**config.mk**
```make
export PLATFORM = sky130hd
export DESIGN_NAME = io_uart_tx
export DESIGN_NICKNAME = d
export VERILOG_FILES = /design/src/rtl/io_uart_tx.sv
export SDC_FILE = /design/constraint.sdc
export NUM_CORES = 1
export LEC_CHECK = 0
export CAP_MARGIN = 20
export CELL_PAD_IN_SITES_DETAIL_PLACEMENT = 1
export CELL_PAD_IN_SITES_GLOBAL_PLACEMENT = 1
export CORE_MARGIN = 1.5
export CORE_UTILIZATION = 35
export CTS_CLUSTER_SIZE = 30
export DETAILED_ROUTE_END_ITERATION = 8
export GPL_ROUTABILITY_DRIVEN = 1
export PLACE_DENSITY = 0.8
export SLEW_MARGIN = 20
export SYNTH_ARGS = -nofsm -noshare
export SYNTH_HDL_FRONTEND = slang
export SYNTH_SLANG_ARGS = --single-unit
export TNS_END_PERCENT = 50
```
**constraint.sdc**
```tcl
create_clock -name clk_i -period 4.43 [get_ports clk_i]
set_clock_uncertainty 0.15 [all_clocks]
set_input_delay 1.1075 -clock clk_i [delete_from_list [all_inputs] [get_ports clk_i]]
set_output_delay 1.1075 -clock clk_i [all_outputs]
set_load 0.02 [all_outputs]
```
**src/rtl/io_uart_tx.sv**
```systemverilog
// io_uart_tx: memory-mapped 8N1 UART transmitter with a small TX FIFO.
// Responds on the core IO bus; read data is combinational from address.
module io_uart_tx #(
    parameter logic [31:0] BASE_ADDR   = 32'h0040_0000,
    parameter int          FIFO_AW     = 3,
    parameter logic [15:0] DEFAULT_DIV = 16'd434
) (
    input  logic        clk_i,
    input  logic        reset_i,
    input  logic [31:0] IO_memAddr_i,
    input  logic [31:0] IO_memWData_i,
    input  logic        IO_memWr_i,
    output logic [31:0] IO_memRData_o,
    output logic        uart_tx_o,
    output logic        txEmpty_o
);

    localparam int DEPTH = 1 << FIFO_AW;
    localparam logic [FIFO_AW:0] FULL_CNT = {1'b1, {FIFO_AW{1'b0}}};

    typedef enum logic [1:0] {
        IDLE  = 2'd0,
        START = 2'd1,
        DATA  = 2'd2,
        STOP  = 2'd3
    } state_t;

    state_t             state_q, state_d;
    logic [15:0]        cnt_q, cnt_d;
    logic [15:0]        div_q, div_d;
    logic [2:0]         bit_q, bit_d;
    logic [7:0]         shift_q, shift_d;
    logic               tx_q, tx_d;
    logic               ovf_q, ovf_d;
    logic [FIFO_AW-1:0] wr_ptr_q, wr_ptr_d;
    logic [FIFO_AW-1:0] rd_ptr_q, rd_ptr_d;
    logic [FIFO_AW:0]   count_q, count_d;
    logic [7:0]         mem_q [DEPTH];

    logic        sel;
    logic [1:0]  off;
    logic        wr_tx, wr_st, wr_div;
    logic        full, empty, pop, push_ok;
    logic [31:0] status;
    logic        unused_bits;

    assign unused_bits = ^{IO_memWData_i[31:16], IO_memAddr_i[1:0]};

    assign sel    = IO_memAddr_i[31:4] == BASE_ADDR[31:4];
    assign off    = IO_memAddr_i[3:2];
    assign wr_tx  = IO_memWr_i && sel && (off == 2'd0);
    assign wr_st  = IO_memWr_i && sel && (off == 2'd1);
    assign wr_div = IO_memWr_i && sel && (off == 2'd2);

    assign full    = count_q == FULL_CNT;
    assign empty   = count_q == '0;
    assign push_ok = wr_tx && (!full || pop);

    // Serializer; the line is driven one cycle behind the state register.
    always_comb begin
        state_d = state_q;
        cnt_d   = cnt_q;
        bit_d   = bit_q;
        shift_d = shift_q;
        pop     = 1'b0;
        tx_d    = 1'b1;
        unique case (state_q)
            IDLE: begin
                tx_d = 1'b1;
                if (!empty) begin
                    pop     = 1'b1;
                    shift_d = mem_q[rd_ptr_q];
                    cnt_d   = div_q - 16'd1;
                    state_d = START;
                end
            end
            START: begin
                tx_d = 1'b0;
                if (cnt_q == 16'd0) begin
                    state_d = DATA;
                    bit_d   = 3'd0;
                    cnt_d   = div_q - 16'd1;
                end else begin
                    cnt_d = cnt_q - 16'd1;
                end
            end
            DATA: begin
                tx_d = shift_q[0];
                if (cnt_q == 16'd0) begin
                    shift_d = shift_q >> 1;
                    cnt_d   = div_q - 16'd1;
                    if (bit_q == 3'd7) begin
                        state_d = STOP;
                    end else begin
                        bit_d = bit_q + 3'd1;
                    end
                end else begin
                    cnt_d = cnt_q - 16'd1;
                end
            end
            STOP: begin
                tx_d = 1'b1;
                if (cnt_q == 16'd0) begin
                    if (!empty) begin
                        pop     = 1'b1;
                        shift_d = mem_q[rd_ptr_q];
                        cnt_d   = div_q - 16'd1;
                        state_d = START;
                    end else begin
                        state_d = IDLE;
                    end
                end else begin
                    cnt_d = cnt_q - 16'd1;
                end
            end
            default: state_d = IDLE;
        endcase
    end

    always_comb begin
        wr_ptr_d = wr_ptr_q;
        rd_ptr_d = rd_ptr_q;
        count_d  = count_q;
        ovf_d    = ovf_q;
        div_d    = div_q;
        if (push_ok) begin
            wr_ptr_d = wr_ptr_q + FIFO_AW'(1);
        end
        if (pop) begin
            rd_ptr_d = rd_ptr_q + FIFO_AW'(1);
        end
        if (push_ok && !pop) begin
            count_d = count_q + (FIFO_AW+1)'(1);
        end else if (pop && !push_ok) begin
            count_d = count_q - (FIFO_AW+1)'(1);
        end
        // A new overflow outranks a clear in the same cycle.
        if (wr_st && IO_memWData_i[3]) begin
            ovf_d = 1'b0;
        end
        if (wr_tx && !push_ok) begin
            ovf_d = 1'b1;
        end
        if (wr_div) begin
            div_d = (IO_memWData_i[15:0] == 16'd0) ? 16'd1
                                                   : IO_memWData_i[15:0];
        end
    end

    always_ff @(posedge clk_i) begin
        if (!reset_i) begin
            state_q  <= IDLE;
            cnt_q    <= '0;
            bit_q    <= '0;
            shift_q  <= '0;
            tx_q     <= 1'b1;
            ovf_q    <= 1'b0;
            div_q    <= DEFAULT_DIV;
            wr_ptr_q <= '0;
            rd_ptr_q <= '0;
            count_q  <= '0;
        end else begin
            state_q  <= state_d;
            cnt_q    <= cnt_d;
            bit_q    <= bit_d;
            shift_q  <= shift_d;
            tx_q     <= tx_d;
            ovf_q    <= ovf_d;
            div_q    <= div_d;
            wr_ptr_q <= wr_ptr_d;
            rd_ptr_q <= rd_ptr_d;
            count_q  <= count_d;
        end
    end

    always_ff @(posedge clk_i) begin
        if (push_ok) begin
            mem_q[wr_ptr_q] <= IO_memWData_i[7:0];
        end
    end

    always_comb begin
        status              = '0;
        status[0]           = full;
        status[1]           = state_q != IDLE;
        status[2]           = empty;
        status[3]           = ovf_q;
        status[4+FIFO_AW:4] = count_q;
    end

    always_comb begin
        IO_memRData_o = '0;
        if (sel) begin
            unique case (off)
                2'd1:    IO_memRData_o = status;
                2'd2:    IO_memRData_o = {16'b0, div_q};
                default: IO_memRData_o = '0;
            endcase
        end
    end

    assign uart_tx_o = tx_q;
    assign txEmpty_o = empty && (state_q == IDLE);

endmodule

```
==> results.md, run 1 <==
- Headroom to the max-slew limit came out at 34.3%.
- Buffers added to address setup during post-CTS repair amount to 0.
- In the global route stage, met2 resource usage came out at 36.2%.
- The residual DRC count is 0.
- The detail route stage leaves a number of antenna-violating nets equal to 0.
- The initial antenna violation count was 0.
- In this run, the number of DRC markers left after iteration 0 of detailed routing was 349.
- The peak clock frequency supported by timing is 229 MHz.
- The met1 layer usage reported by global route is around 22%.
- In this run the tool buffered the top-level ports with 66 buffer cells.
- In this run the mean area of a mapped cell was 10.8 um2.
- In the final design database the tool counted 744 nets.
- The storage element area is 3120 um2.
- The final hold violation count is 0.
- In the global route stage, met3 resource usage came out at 4.71%.
- The largest fanout on the critical path is 8.
- At the pin with the least slew margin, the transition time is 979 ps.
- In this run the deepest clock path goes through 2 buffers.
- The flow ran to the end, and the final reports show no timing, DRC or antenna violations.
- The total number of vias is 5187.
- The leakage power figure is 2.91 nW.
- In this run the biggest area consumer among cell types represents 30.0% of the synthesized area.
- The type of the worst setup path is input pin to primary output.
- The first global-routing pass estimated 29.8 mm of wire.
- The per-cell routed wire length is 20.7 um.
- Entering global routing, the biggest net connects 38 pins.
- The global placer's final weighted congestion is 0.869.
- The floorplan has 49 rows.
- The count of flip-flops with a built-in enable after synthesis is between 60 and 70.
- The tree built by TritonCTS fans out to 124 sinks.
- Setup repair after global routing could not meet its margin everywhere.
- Counting distinct cell types in the post-synthesis netlist gives 71.
- For this design, the CTS-stage hold fixing added 0 buffers.
- Clock-pin slew was measured on the worst setup and hold paths at about 60 ps.
- OpenSTA, run right after detailed placement, puts the worst setup slack at -198 ps.
- The post-DP HPWL is about 13 mm.
- The vertical extent of the die is 138 um.
- The share of layout cells above drive strength 1 is 11.9%.
- The global-route usage over all layers is 20.0%.
- The worst setup path is captured at a primary output.
- Counting instances in the post-synthesis netlist gives the leading cell types as edfxtp_1, dfxtp_1, nor2_1.
- The first detailed-routing pass ran for 5 iterations.
- The total routed wirelength is 18.6 mm.
- The area taken by multi-input logic gates is 3040 um2.
- The setup slack of the critical path after layout is 55.7 ps.
- After layout, the minimum clock period comes to 4370 ps.
- The number of endpoints failing setup at the final stage is 0.
- The flip-flop cell with the highest count after synthesis is edfxtp_1.
- Yosys printed 0 warnings.
- Using the TritonRoute via totals, the vias-per-cell ratio works out to 5.76.
- The core outline area is 18000 um2.
- The tool flagged a number of max-cap violations equal to 0.
- The die area is 19100 um2.
- The via count of the first global-routing pass was ~5600.
- Summing the sequential cell areas from Yosys gives 48.8% of the chip area.
- The top-level I/O count is 101.
- Power comes to 0.00416 W.
- The final max-slew violation count came to 0.
- The horizontal die dimension is 138 um.
- After layout, the worst path uses 98.7% of the clock period.
- Sorting the synthesized cells by area gives the leading types as edfxtp_1, dfxtp_1, mux4_2, mux2i_1, ha_1.
- Summed over all instances, the cell type with the most area after synthesis is edfxtp_1.
- The mapped netlist covers approximately 6400 um2.
- The layout overhead on the synthesized area is 22.8%.
- The tightest min-delay check is of the register to register type.
- The synthesized design contains 124 register bits.
- The clock root buffer is clkbuf_16.
- The async set-or-reset flop fraction in the synthesized netlist is 0%.
- The number of clock buffers added by TritonCTS is 17.
- After global routing the overflow that remains totals 0.
- VDD sags by at most 0.000317 V.
- The repair_antennas step left the layout with diodes totalling 0.
- Data on the critical path arrives at its endpoint at about 3100 ps.
- The clock tree from TritonCTS is done.
- The most used routing layer in global routing is met2.
- The later pin in the worst-skew pair is clocked with a latency of 420 ps.
- The worst setup path is launched from an input pin.
- At the worst endpoint, the required time is 3170 ps.
- CTS built an H-tree with a depth of 4.
- After filler insertion, the fill cell instance count of the layout stands at 1933.
- The dominant cell by count in the synthesized netlist is edfxtp_1.
- The synthesized netlist cell count is 591.
- The number of gates resized after CTS was 13.
- The initial standard-cell utilization of the core is a little over a third.
- The total power per unit cell area is about 530 nW/um2.
## kinds of logic after synthesis
| kind of cell | after synthesis | share of synthesized area [%] |
|---|---|---|
| DFF | 124 | 48.8 |
| AOI/OAI and AO/OA | 117 | 12.5 |
| xor gates and xnor gates | 21 | 2.87 |
| adders and majority gates | 19 | 3.83 |
| and+or+nand+nor | 207 | 17.9 |
| buffers and inverters | 63 | 4.86 |
| muxes | 39 | 9.22 |
| other | 1 | 0.0585 |
## final timing paths
kind / from / end / slack [ps] / cells after the start
setup / recovery: IO_memAddr_i[19] / IO_memRData_o[11] / 60 / 7
hold / removal: bit_q[2] / bit_q[2] / 320 / 2
setup reg to reg: state_q[0] / count_q[3] / 560 / 13
hold reg to reg: bit_q[2] / bit_q[2] / 320 / 2
## where the power goes
part	switching [W]	internal (W)	leakage, nW
Combinational	0.000814	0.000527	1.56
Clock	0.000560	0.000841	0.283
Sequential	0.000129	0.00129	1.06
Total	0.00150	0.00266	2.91
## critical path, cell delays in order
cell             delay [ps]
clkdlybuf4s50_1         420
nor4b_2                 320
nand3_1                 160
nor2_2                  170
buf_4                   170
and3_1                  160
clkdlybuf4s50_1         600
## area by class of cell
type | count | share of cell area (%)
inverters | 16 | 0.764
clock buffers | 18 | 5.46
multi-input cells | 419 | 38.6
flip-flops and latches | 124 | 39.7
well taps | 229 | 3.64
repair buffers | 80 | 9.69
clock inverters | 14 | 2.07
## placed cells by master (no fill, tap or decap), drive strengths merged, types with 5 or more instances in the layout
master	Yosys	final
clkinv	0	5
inv	16	21
a22oi	15	15
clkbuf	18	18
o21ai	18	18
nand2b	6	6
nor2	57	57
xor2	10	10
edfxtp	64	64
buf	29	14
nand2	35	35
nand3	10	10
nand4	8	8
mux2i	23	23
conb	1	16
a21oi	26	26
dfxtp	60	60
o22ai	11	11
xnor2	11	11
mux4	16	16
a31oi	7	7
or3	8	8
clkdlybuf4s50	0	51
or4	6	6
nor3	18	18
ha	18	18
dlygate4sd2	0	11
and3	11	11
nor4	20	20
## through the flow
stage          area, um2  hold WS [ps]  util, %  TNS [ps]  cells
2_1_floorplan       6460           286        -         0    606
3_3_place_gp        7260           292     40.4     -1610    868
3_5_place_dp        7260           315     40.4     -2150    868
4_1_cts             7850           323     43.7         0    900
5_1_grt             7860           333     43.8     -47.9    900
6_report            7860           320     43.8         0    900
## per-layer routing
layer  wire length, um  share of wire (%)  up-vias
li1                  -                  -     2359
met1              7230                 39     2578
met2              9820                 53      205
met3              1050                5.6       45
met4               493                2.7        0
met5                 0                  0        -
## sequential cells by signal, indices dropped and copies added, names as in the netlist, 2 cells and up, named ones only
signal,cells
mem_q,64
bit_q,3
state_q,2
shift_q,8
rd_ptr_q,3
cnt_q,16
wr_ptr_q,3
div_q,16
count_q,4
No activity file was read; power rests on OpenSTA's default activity.
==> run 2, diff against run 1 <==
- PLACE_DENSITY: 0.8 -> 0.7
==> run 2 against run 1 <==
  * Worst hold slack lost 11 ps
  * Register-to-register slack improved by 130 ps
  * Power grew 0.41%
  * Setup slack lost 8.4 ps
  * Fmax fell by 0.19%
  * Global-route usage is 1.1 points lower
  * Routed wire length is 5.6% lower
  * Sequential share of layout area is 0.13 points lower
  * Non-clock buffer count is 2 lower
  * Clock power rose by 3%
  * Highest routed layer unchanged
==> results.md, run 2 (synthesis gave the netlist of run 1 again) <==
- The setup path with the least slack is of type input pin to primary output.
- The slowest stage of the critical path belongs to the cell clkdlybuf4s50_1.
- The number of clock buffers added by TritonCTS is 17.
- The clock latency on the worst-skew pair is 420 ps.
- The total number of H-tree levels is 4.
- The signal on the critical path passes through clkdlybuf4s50_1, nor4_1, nand4_1, nor2_1, nand2_1, nor2_1, clkdlybuf4s50_1.
- The largest registers in the layout are mem_q (64), cnt_q (16), div_q (16).
- The hold-fix buffer count after cts is 0.
- From synthesis to final layout, the design area changed by 23.2%.
- The repair_antennas step left the layout with diodes totalling 0.
- The total power per unit cell area is 530 nW/um2.
- The maximum count of clock buffers along a single path is 2.
- The top cell types in the final layout, fill and taps aside, are edfxtp_1, dfxtp_1, nor2_1, clkdlybuf4s50_1, nand2_1.
- The critical path ends at IO_memRData_o[0].
- The residual overflow from global routing is 0.
- The setup slack after placement is -27.5 ps.
- In the final routed layout, each cell accounts on average for about 20 um.
- The global-route wire length before repair is 28.3 mm.
- Across the VDD grid, the largest voltage drop is roughly 0.00029 V.
- The most critical setup path has its startpoint at IO_memAddr_i[5].
- The relative slew slack is 35.4%.
- The endpoint arrival time on the critical path is 3130 ps.
- The pin slew with the least headroom to its limit is 961 ps.
- The worst hold path class is register to register.
- In this run the register-to-register setup slack is 690 ps.
- The cell count after placement is 866.
- The portion of the clock cycle consumed by the worst path in the final layout is 98.9%.
- Setup slack on the critical path of the routed design comes to 47.3 ps.
- The peak clock frequency supported by timing is 228 MHz.
- The starting DRC count in detailed routing is between 300 and 400.
- STA classifies the critical path endpoint as a primary output.
- The total number of vias is about 5000.
- The net count of the finished layout is ~740.
- The average via count per standard cell is roughly 5.6.
- The largest fanout on the critical path is 8.
- The run finished with clean final reports.
- The final standard cell area without fillers is 7890 um2.
- The initial utilization of the core area, before any placement, comes to 35.7%.
- The number of cells in the finished layout apart from fillers is 898.
- Of the cells placed in the final design, the portion with a size suffix greater than 1 is 11.2%.
- The initial antenna violation count was 0.
- The wire-length estimate of the detail-placed layout is 12.5 mm.
- CTS saw 124 sinks.
- The core outline area is 18000 um2.
- For the worst setup path, the data required time is roughly 3200 ps.
- The die covers 19100 um2.
- On the worst path, the slowest cell contributes a delay of between 600 and 700 ps.
- The final hold violation count is 0.
- The final max-slew violation count is 0.
- The via count of the first global-routing pass is 5253.
- The first-pass detailed-route iteration total is 4.
- In this run the tool buffered the top-level ports with 66 buffer cells.
- The worst register-to-register path has a depth of 14.
- Setup repair after global routing could not meet its margin everywhere.
- Power comes to 0.00418 W.
- The leakage power figure is 3.03 nW.
- For this block, the routed nets add up to 17.6 mm of wire.
- Entering global routing, the biggest net connects 38 pins.
- Post-CTS timing repair inserted 0 buffers for setup.
- The library cell used most frequently in the layout, excluding fill and tap cells, is edfxtp_1.
- The cell sitting at the root of the clock tree is a clkbuf_16.
- After clock tree synthesis, the clock-pin slew on the worst setup and hold paths is 50 ps.
- The post-route antenna net violation count is 0.
- The most flop-heavy register is mem_q.
- Max-cap violations in this run came to 0.
- The capturing point of the worst reg2reg path is count_q[3].
- Cells fill 43.9% of the core in the end.
- The flip-flop count of the largest register after layout is 64.
- The launch point of the worst reg-to-reg path is cnt_q[0].
- STA classifies the critical path startpoint as an input pin.
- The number of endpoints failing setup at the final stage is 0.
- The placed instances occupy a cell area of 7250 um2.
- After layout, the minimum clock period comes to 4380 ps.
- For this run, design rule violations remaining after detail routing come to 0.
- The die is 138 um tall.
- The horizontal die dimension is roughly 140 um.
- The top-level I/O count is approximately 100.
- The row count is just under 50.
- The global placer's final weighted congestion is 0.836.
- In the global route stage, overall resource usage came out at a little under a fifth.
- The clock tree from TritonCTS is done.
-- run 2: cell count changes in the layout (fill, tap and decap cells not counted), sizes merged --
cell,previous run,this run
buf,14,12
bufinv,2,3
clkbuf,18,20
clkdlybuf4s50,51,52
clkinv,5,3
dlygate4sd2,11,1
dlymetal6s2s,4,13
inv,21,20
-- run 2: repair_timing --
| item | CTS | global route |
|---|---|---|
| endpoints found under the setup margin | 1 | 15 |
| gates cloned | 0 | 0 |
| gates resized for setup | 1 | 13 |
-- run 2: cell type report --
| cell class | instances | area [um2] |
|---|---|---|
| clock buffer | 20 | 447 |
| clock inverter | 12 | 163 |
| fill | 1953 | 10100 |
| inverter | 16 | 60.1 |
| multi-input combinational | 419 | 3030 |
| sequential | 124 | 3120 |
| tap | 229 | 287 |
| timing repair buffer | 78 | 782 |
-- run 2: where the power goes --
part	switching (W)	internal [W]	leakage [nW]
registers	0.000130	0.00129	1.06
clock network	0.000533	0.000907	0.292
logic	0.000798	0.000521	1.67
total	0.00146	0.00272	3.03
-- run 2: worst min path at each step --
stage | slack (ps) | startpoint | end | cells after the start
3_5_place_dp | 300 | bit_q[1] | bit_q[1] | 2
2_1_floorplan | 290 | bit_q[1] | bit_q[1] | 2
4_1_cts | 310 | bit_q[1] | bit_q[1] | 2
6_report | 310 | bit_q[1] | bit_q[1] | 2
5_1_grt | 340 | bit_q[2] | bit_q[2] | 2
3_3_place_gp | 290 | bit_q[1] | bit_q[1] | 2
-- run 2: critical path: cells and delay by family --
kind                   cells  cell delay [ps]
AND/OR/NAND/NOR            5              990
buffers and inverters      2             1030
-- run 2: routing by layer --
layer	GRT usage, %	vias up	part of all wire (%)	routed length [um]
met1	23.7	2482	45	7830
met3	4.85	20	4.9	860
met2	32.2	146	49	8650
li1	-	2351	-	-
met4	5.76	0	1.3	225
met5	0	-	0	0
-- run 2: metrics by stage --
stage | TNS, ps | hold slack [ps]
after floorplan | 0 | 286
after global placement | -204 | 293
after detailed placement | -35.1 | 304
after CTS | 0 | 312
after global routing | -181 | 340
final | 0 | 309
==> run 3, diff against run 2 <==
==> constraint.sdc (replaced) <==
create_clock -name clk_i -period 4.43 [get_ports clk_i]
set_clock_uncertainty 0.15 [all_clocks]
set_input_delay 0.886 -clock clk_i [delete_from_list [all_inputs] [get_ports clk_i]]
set_output_delay 0.886 -clock clk_i [all_outputs]
set_load 0.02 [all_outputs]
==> run 3 against run 2 <==
  * Routed wire length grew 0.45%
  * Clock power grew 5%
  * Non-clock buffer count shrank 5
  * Sequential share of layout area grew 0.22 points
  * Die area is the same
  * Largest power group unchanged
==> results.md, run 3 (synthesis gave the netlist of run 1 again) <==
- The most flop-heavy register is mem_q.
- Subtracting the final worst setup slack from the clock period gives 4130 ps.
- The row count is 49.
- The worst hold path begins at bit_q[2].
- The residual overflow from global routing is 0.
- At the worst endpoint, the arrival time is between 3000 and 4000 ps.
- In the routed design, unresolved DRC markers number 0.
- The post-route antenna net violation count is 0.
- The final standard cell area without fillers is 7850 um2.
- The final max-slew violation count came to 0.
- The first-pass detailed-route iteration total is 4.
- The initial standard-cell utilization of the core is 35.7%.
- The proportion of power drawn by flip-flops and latches is 33.5%.
- The library cell used most frequently in the layout, excluding fill and tap cells, is clkdlybuf4s50_1.
- The detailed router placed 5052 vias in this run.
- The core outline area is between 15000 and 20000 um2.
- The final standard cell utilization of the core is roughly 44%.
- The worst hold path belongs to the class register to register.
- The signal on the critical path passes through clkdlybuf4s50_1, nor4_1, nand4_1, nor2_1, nand2_1, nor2_1, clkdlybuf4s50_1.
- The flip-flop count of the largest register after layout is 64.
- The final hold violation count was 0.
- The clock tree from TritonCTS is done.
- The type of the worst setup path is input pin to primary output.
- The tree built by TritonCTS fans out to approximately 120 sinks.
- The library cells used most frequently in the layout, excluding fill and tap cells, are clkdlybuf4s50_1, edfxtp_1, dfxtp_1, nor2_1, nand2_1.
- The initial antenna violation count came to 0.
- The average via count per standard cell is 5.66.
- The analysis attributes to net switching a power of 0.00143 W.
- The relative slew slack is 37.0%.
- The portion of the clock cycle consumed by the worst path in the final layout is between 90 and 100%.
- The hold-fix buffer count after cts is 0.
- Dividing total power by cell area gives a power density of between 500 and 600 nW/um2.
- The global-route wire length before repair is between 20 and 30 mm.
- The largest registers in the layout are mem_q (64), cnt_q (16), div_q (16).
- The endpoint class of the critical path is a primary output.
- The clock network burns 35.7% of the power.
- The via count of the first global-routing pass came to 5330.
- Counting cells, the worst reg-to-reg path comes to 13.
- The highest-delay cell along the critical path is clkdlybuf4s50_1.
- The maximum number of pins on one net before global-route repair is 38.
- The worst hold path cell count is 2.
- The TritonCTS buffer count is 17.
- Setup total negative slack on the finished layout was measured at 0 ps.
- Setup repair after global routing left no endpoint under its margin.
- Global routing used 19.0% of the available tracks across all layers.
- The number of endpoints failing setup at the final stage is 0.
- The die covers 19100 um2.
- The clock root buffer is clkbuf_16.
- The top-level I/O count is 101.
- The net count of the finished layout is 737.
- The worst register-to-register path has a setup slack of roughly 630 ps.
- Max-cap violations in this run came to 0.
- The area growth from synthesis to layout is 22.5%.
- The capturing point of the worst reg2reg path is count_q[3].
- The total number of H-tree levels is 4.
- The run finished with clean final reports.
- Derived from the worst setup path, the maximum achievable clock frequency is 242 MHz.
- The power consumption is 0.00424 W.
- In this run the deepest clock path goes through 2 buffers.
- The clock latency on the worst-skew pair is 420 ps.
- In this run the cell area measured after placement is around 7000 um2.
- The routed design has 17.6 mm of wire.
- The share of layout cells above drive strength 1 is 10.2%.
- The cell internal power dissipation is 0.00281 W.
- The switching power share of the total is approximately a third.
- In this run the worst path has a maximum fanout of 8.
- Once detailed placement completed, the half-perimeter wirelength came to between 10 and 15 mm.
- The worst min-delay path endpoint is bit_q[2].
- The number of antenna diodes in the final layout is 0.
- Post-CTS timing repair inserted 0 buffers for setup.
- From left edge to right edge, the die measures approximately 140 um.
- For the pin with the worst max-slew slack, the measured transition is 938 ps.
- The worst endpoint required time is roughly 3400 ps.
- The leakage power figure is 2.77 nW.
- The number of port buffers is 66.
- VDD sags by at most 0.000249 V.
- The largest single stage delay on the critical path is 630 ps.
- The launch point of the worst reg-to-reg path is state_q[0].
- The global placer's final weighted congestion is 0.814.
- After the first detailed-routing iteration, the DRC count stood at 289.
- The number of gates resized after CTS is 0.
- The clock-pin slew reported for the worst setup and hold paths after clock tree synthesis is 60 ps.
- Dividing the detail-routed wire length by the instance count gives 19.8 um.
- STA classifies the critical path startpoint as an input pin.
- The combinational share of power is a little under a third.
- The vertical extent of the die is 138 um.
## run 3: power by group through the flow
stage          clock, W  combinational, W  sequential (W)
2_1_floorplan         0          0.000977         0.00139
3_3_place_gp          0           0.00124         0.00143
3_5_place_dp          0           0.00129         0.00144
4_1_cts         0.00153           0.00130         0.00142
5_1_grt         0.00157           0.00143         0.00144
6_report        0.00151           0.00131         0.00142
## run 3: final cells by class
| type | instances | area (um2) |
|---|---|---|
| Clock buffer | 21 | 440 |
| Clock inverter | 11 | 194 |
| Fill cell | 1921 | 10100 |
| Inverter | 16 | 60.1 |
| Multi-Input combinational cell | 419 | 3030 |
| Sequential cell | 124 | 3120 |
| Tap cell | 229 | 287 |
| Timing Repair Buffer | 73 | 713 |
## run 3: per-layer routing
metal	vias up	track usage [%]	share of wire, %
met4	0	7.26	1.8
met3	24	4.57	5.9
met5	-	0	0
li1	2358	-	-
met1	2506	24.0	44
met2	164	31.5	49
## run 3: worst max path at each step
stage / slack (ps) / to / startpoint / cells after the start
floorplan: 930 / count_q[3] / IO_memAddr_i[19] / 13
global placement: 340 / IO_memRData_o[4] / IO_memAddr_i[5] / 7
detailed placement: 180 / count_q[3] / IO_memAddr_i[20] / 13
CTS: 270 / IO_memRData_o[7] / IO_memAddr_i[20] / 7
global route: 90 / IO_memRData_o[5] / IO_memAddr_i[20] / 7
finish: 300 / IO_memRData_o[4] / IO_memAddr_i[6] / 7
## run 3: worst max-delay path, delay by kind of cell
kind / cells / cell delay [ps]
buffers and inverters: 2 / 1050
and+or+nand+nor: 5 / 1170
## run 3: stage by stage
step	hold WS, ps	instances	setup WS, ps
floorplan	286	606	930
global placement	294	861	341
CTS	327	893	266
global route	328	893	89.1
detailed placement	318	861	179
finish	319	893	298
==> patch, RTL diff (config.mk and constraints of run 3) <==
Make the reset (`reset_i`) asynchronous in one clocked block.
--- a/src/rtl/io_uart_tx.sv
+++ b/src/rtl/io_uart_tx.sv
@@ -147,7 +147,7 @@
         end
     end
 
-    always_ff @(posedge clk_i) begin
+    always_ff @(posedge clk_i or negedge reset_i) begin
         if (!reset_i) begin
             state_q  <= IDLE;
             cnt_q    <= '0;
Behaviour: differs if reset_i is asserted again (counterexample within 4 cycles, from zero or initial values and one cycle with reset_i low); with reset_i held inactive, the same outputs for 4 cycles.
==> patch against run 3 <==
- register-to-register slack gained 20 ps
- critical endpoint is now IO_memRData_o[3]
- global-route usage hardly changed
- wire length fell by 0.86%
- area after synthesis rose by 0.64%
- first-iteration DRC count shrank 3.1%
- cell area up 0.94%
- synthesized cell count decreased by 6.9%
- sequential cell count fell by 3
- final cell count is 3.8% lower
- setup slack worse by 78 ps
- critical path type unchanged
Power is not compared: it rests on default switching activity, and its combinational part moved more than twofold at a synthesized area within 25%.
==> patch: results (changes against run 3) <==
[outcome]
outcome=finished clean

[clock_network]
postCtsSetupBuffers=0  ; unchanged
clk_pin_slew_ps=60  ; about the same
cts_inserted_buffers=17  ; unchanged
cts_buffer_depth=2  ; unchanged
h-tree-depth=4  ; unchanged
clockRootBuffer=clkbuf_16
clkLatencyLatePin_ps=420  ; about the same

[global_routing]
grt_pass1_vias=5280  ; -0.94%
grt_pass1_wl_um=28400  ; -0.63%
gr-usage-all-layers=0.189  ; -0.000476
grt_max_degree=32  ; -16%
antenna_found_initial=0  ; unchanged

[logic_synthesis]
synth_edf_count=64  ; unchanged
ys_seq_area_frac=0.521  ; +0.0330
synthTopCellsByCount=edfxtp_1, dfrtp_1, nor2_1
synth-async-reset-ratio=0.471  ; +0.471
synthTopCellsByArea=edfxtp_1, dfrtp_1, mux4_2, ha_1, mux2_2
synth_cell_types=63  ; -11%
yosysWarnings=0  ; unchanged

[drt]
drtIter0Drc=280  ; -3.1%
drt_wl_total_um=17500  ; -0.86%
num_vias=4824  ; -4.5%

[placement]
dp_hpwl_um=12500  ; -1.5%
pre_cts_ws_ps=205  ; +25.6 ps
post_dp_cell_area_um2=7340  ; +1.8%
place_congestion=0.779  ; -4.4%
placement.io_buffers=66  ; unchanged

[setup_path]
crit_slowest_cell=clkdlybuf4s50_1
cpPeakStageDelay_ps=640
arrival_ps=3170  ; +70 ps
cp_top_family=simple AND/OR/NAND/NOR gates
worstPathMaxFanout=8  ; unchanged

[timing]
hold_violations=0  ; unchanged
slew_headroom=0.396  ; +0.0260

[finish]
layout_commonest_cell=clkdlybuf4s50_1
drive_above_1_share=0.157  ; +0.0547
top_regs=mem_q: 64 flops, cnt_q: 16 flops, div_q: 16 flops
num-nets-final=704  ; -4.5%

[power]
leakagePower_nw=3.09

[min_path]
hold_path_class=in2async

-- patch: worst paths after layout --
path,endpoint,cells after the start,startpoint,slack (ps)
setup reg to reg,count_q[3]$_DFFE_PN0P_,12,cnt_q[6]$_DFF_PN0_,650
setup / recovery,IO_memRData_o[3],7,IO_memAddr_i[13],220
hold reg to reg,shift_q[0]$_DFFE_PN0P_,2,shift_q[0]$_DFFE_PN0P_,340
max in group asynchronous,div_q[8]$_DFFE_PN1P_,2,reset_i,2890
min in group clk_i,shift_q[0]$_DFFE_PN0P_,2,shift_q[0]$_DFFE_PN0P_,340
hold / removal,cnt_q[10]$_DFF_PN0_,1,reset_i,330
-- patch: cell families after synthesis --
logic type,share of synthesized area
AOI/OAI and AO/OA,0.117
xor gates and xnor gates,0.0299
and+or+nand+nor,0.142
buffers and inverters,0.0503
adders and majority gates,0.0380
DFF,0.521
muxes,0.102
other,0.000582
-- patch: final cells by class --
class                      instances  area (um^2)
timing repair buffer              84          791
clock buffer                      18          429
tap                              229          287
multi-input combinational        376         2840
sequential                       121         3360
fill                            1942        10100
inverter                          18         67.6
clock inverter                    13          144
-- patch: metrics by stage --
stage	utilization	cells	power, mW	hold WS [ps]
5_1_grt	0.439	859	2.82	370
3_3_place_gp	0.407	828	1.39	313
3_5_place_dp	0.407	828	1.40	332
4_1_cts	0.439	859	2.76	346
2_1_floorplan	-	565	1.32	299
6_report	0.439	859	2.74	334
-- patch: where the power goes --
part           internal (mW)  switching, mW  leakage, nW
Combinational         0.0668         0.0754         1.51
Sequential              1.22         0.0136         1.30
Clock                  0.831          0.530        0.283
-- patch: metal layers --
layer  part of all wire  vias up  global-route usage  wire (um)
li1                   -     2197                   -          -
met1               0.42     2457               0.228       7350
met2               0.51      137               0.328       8880
met3              0.047       33              0.0466        825
met4              0.025        0              0.0735        437
met5                  0        -                   0          0
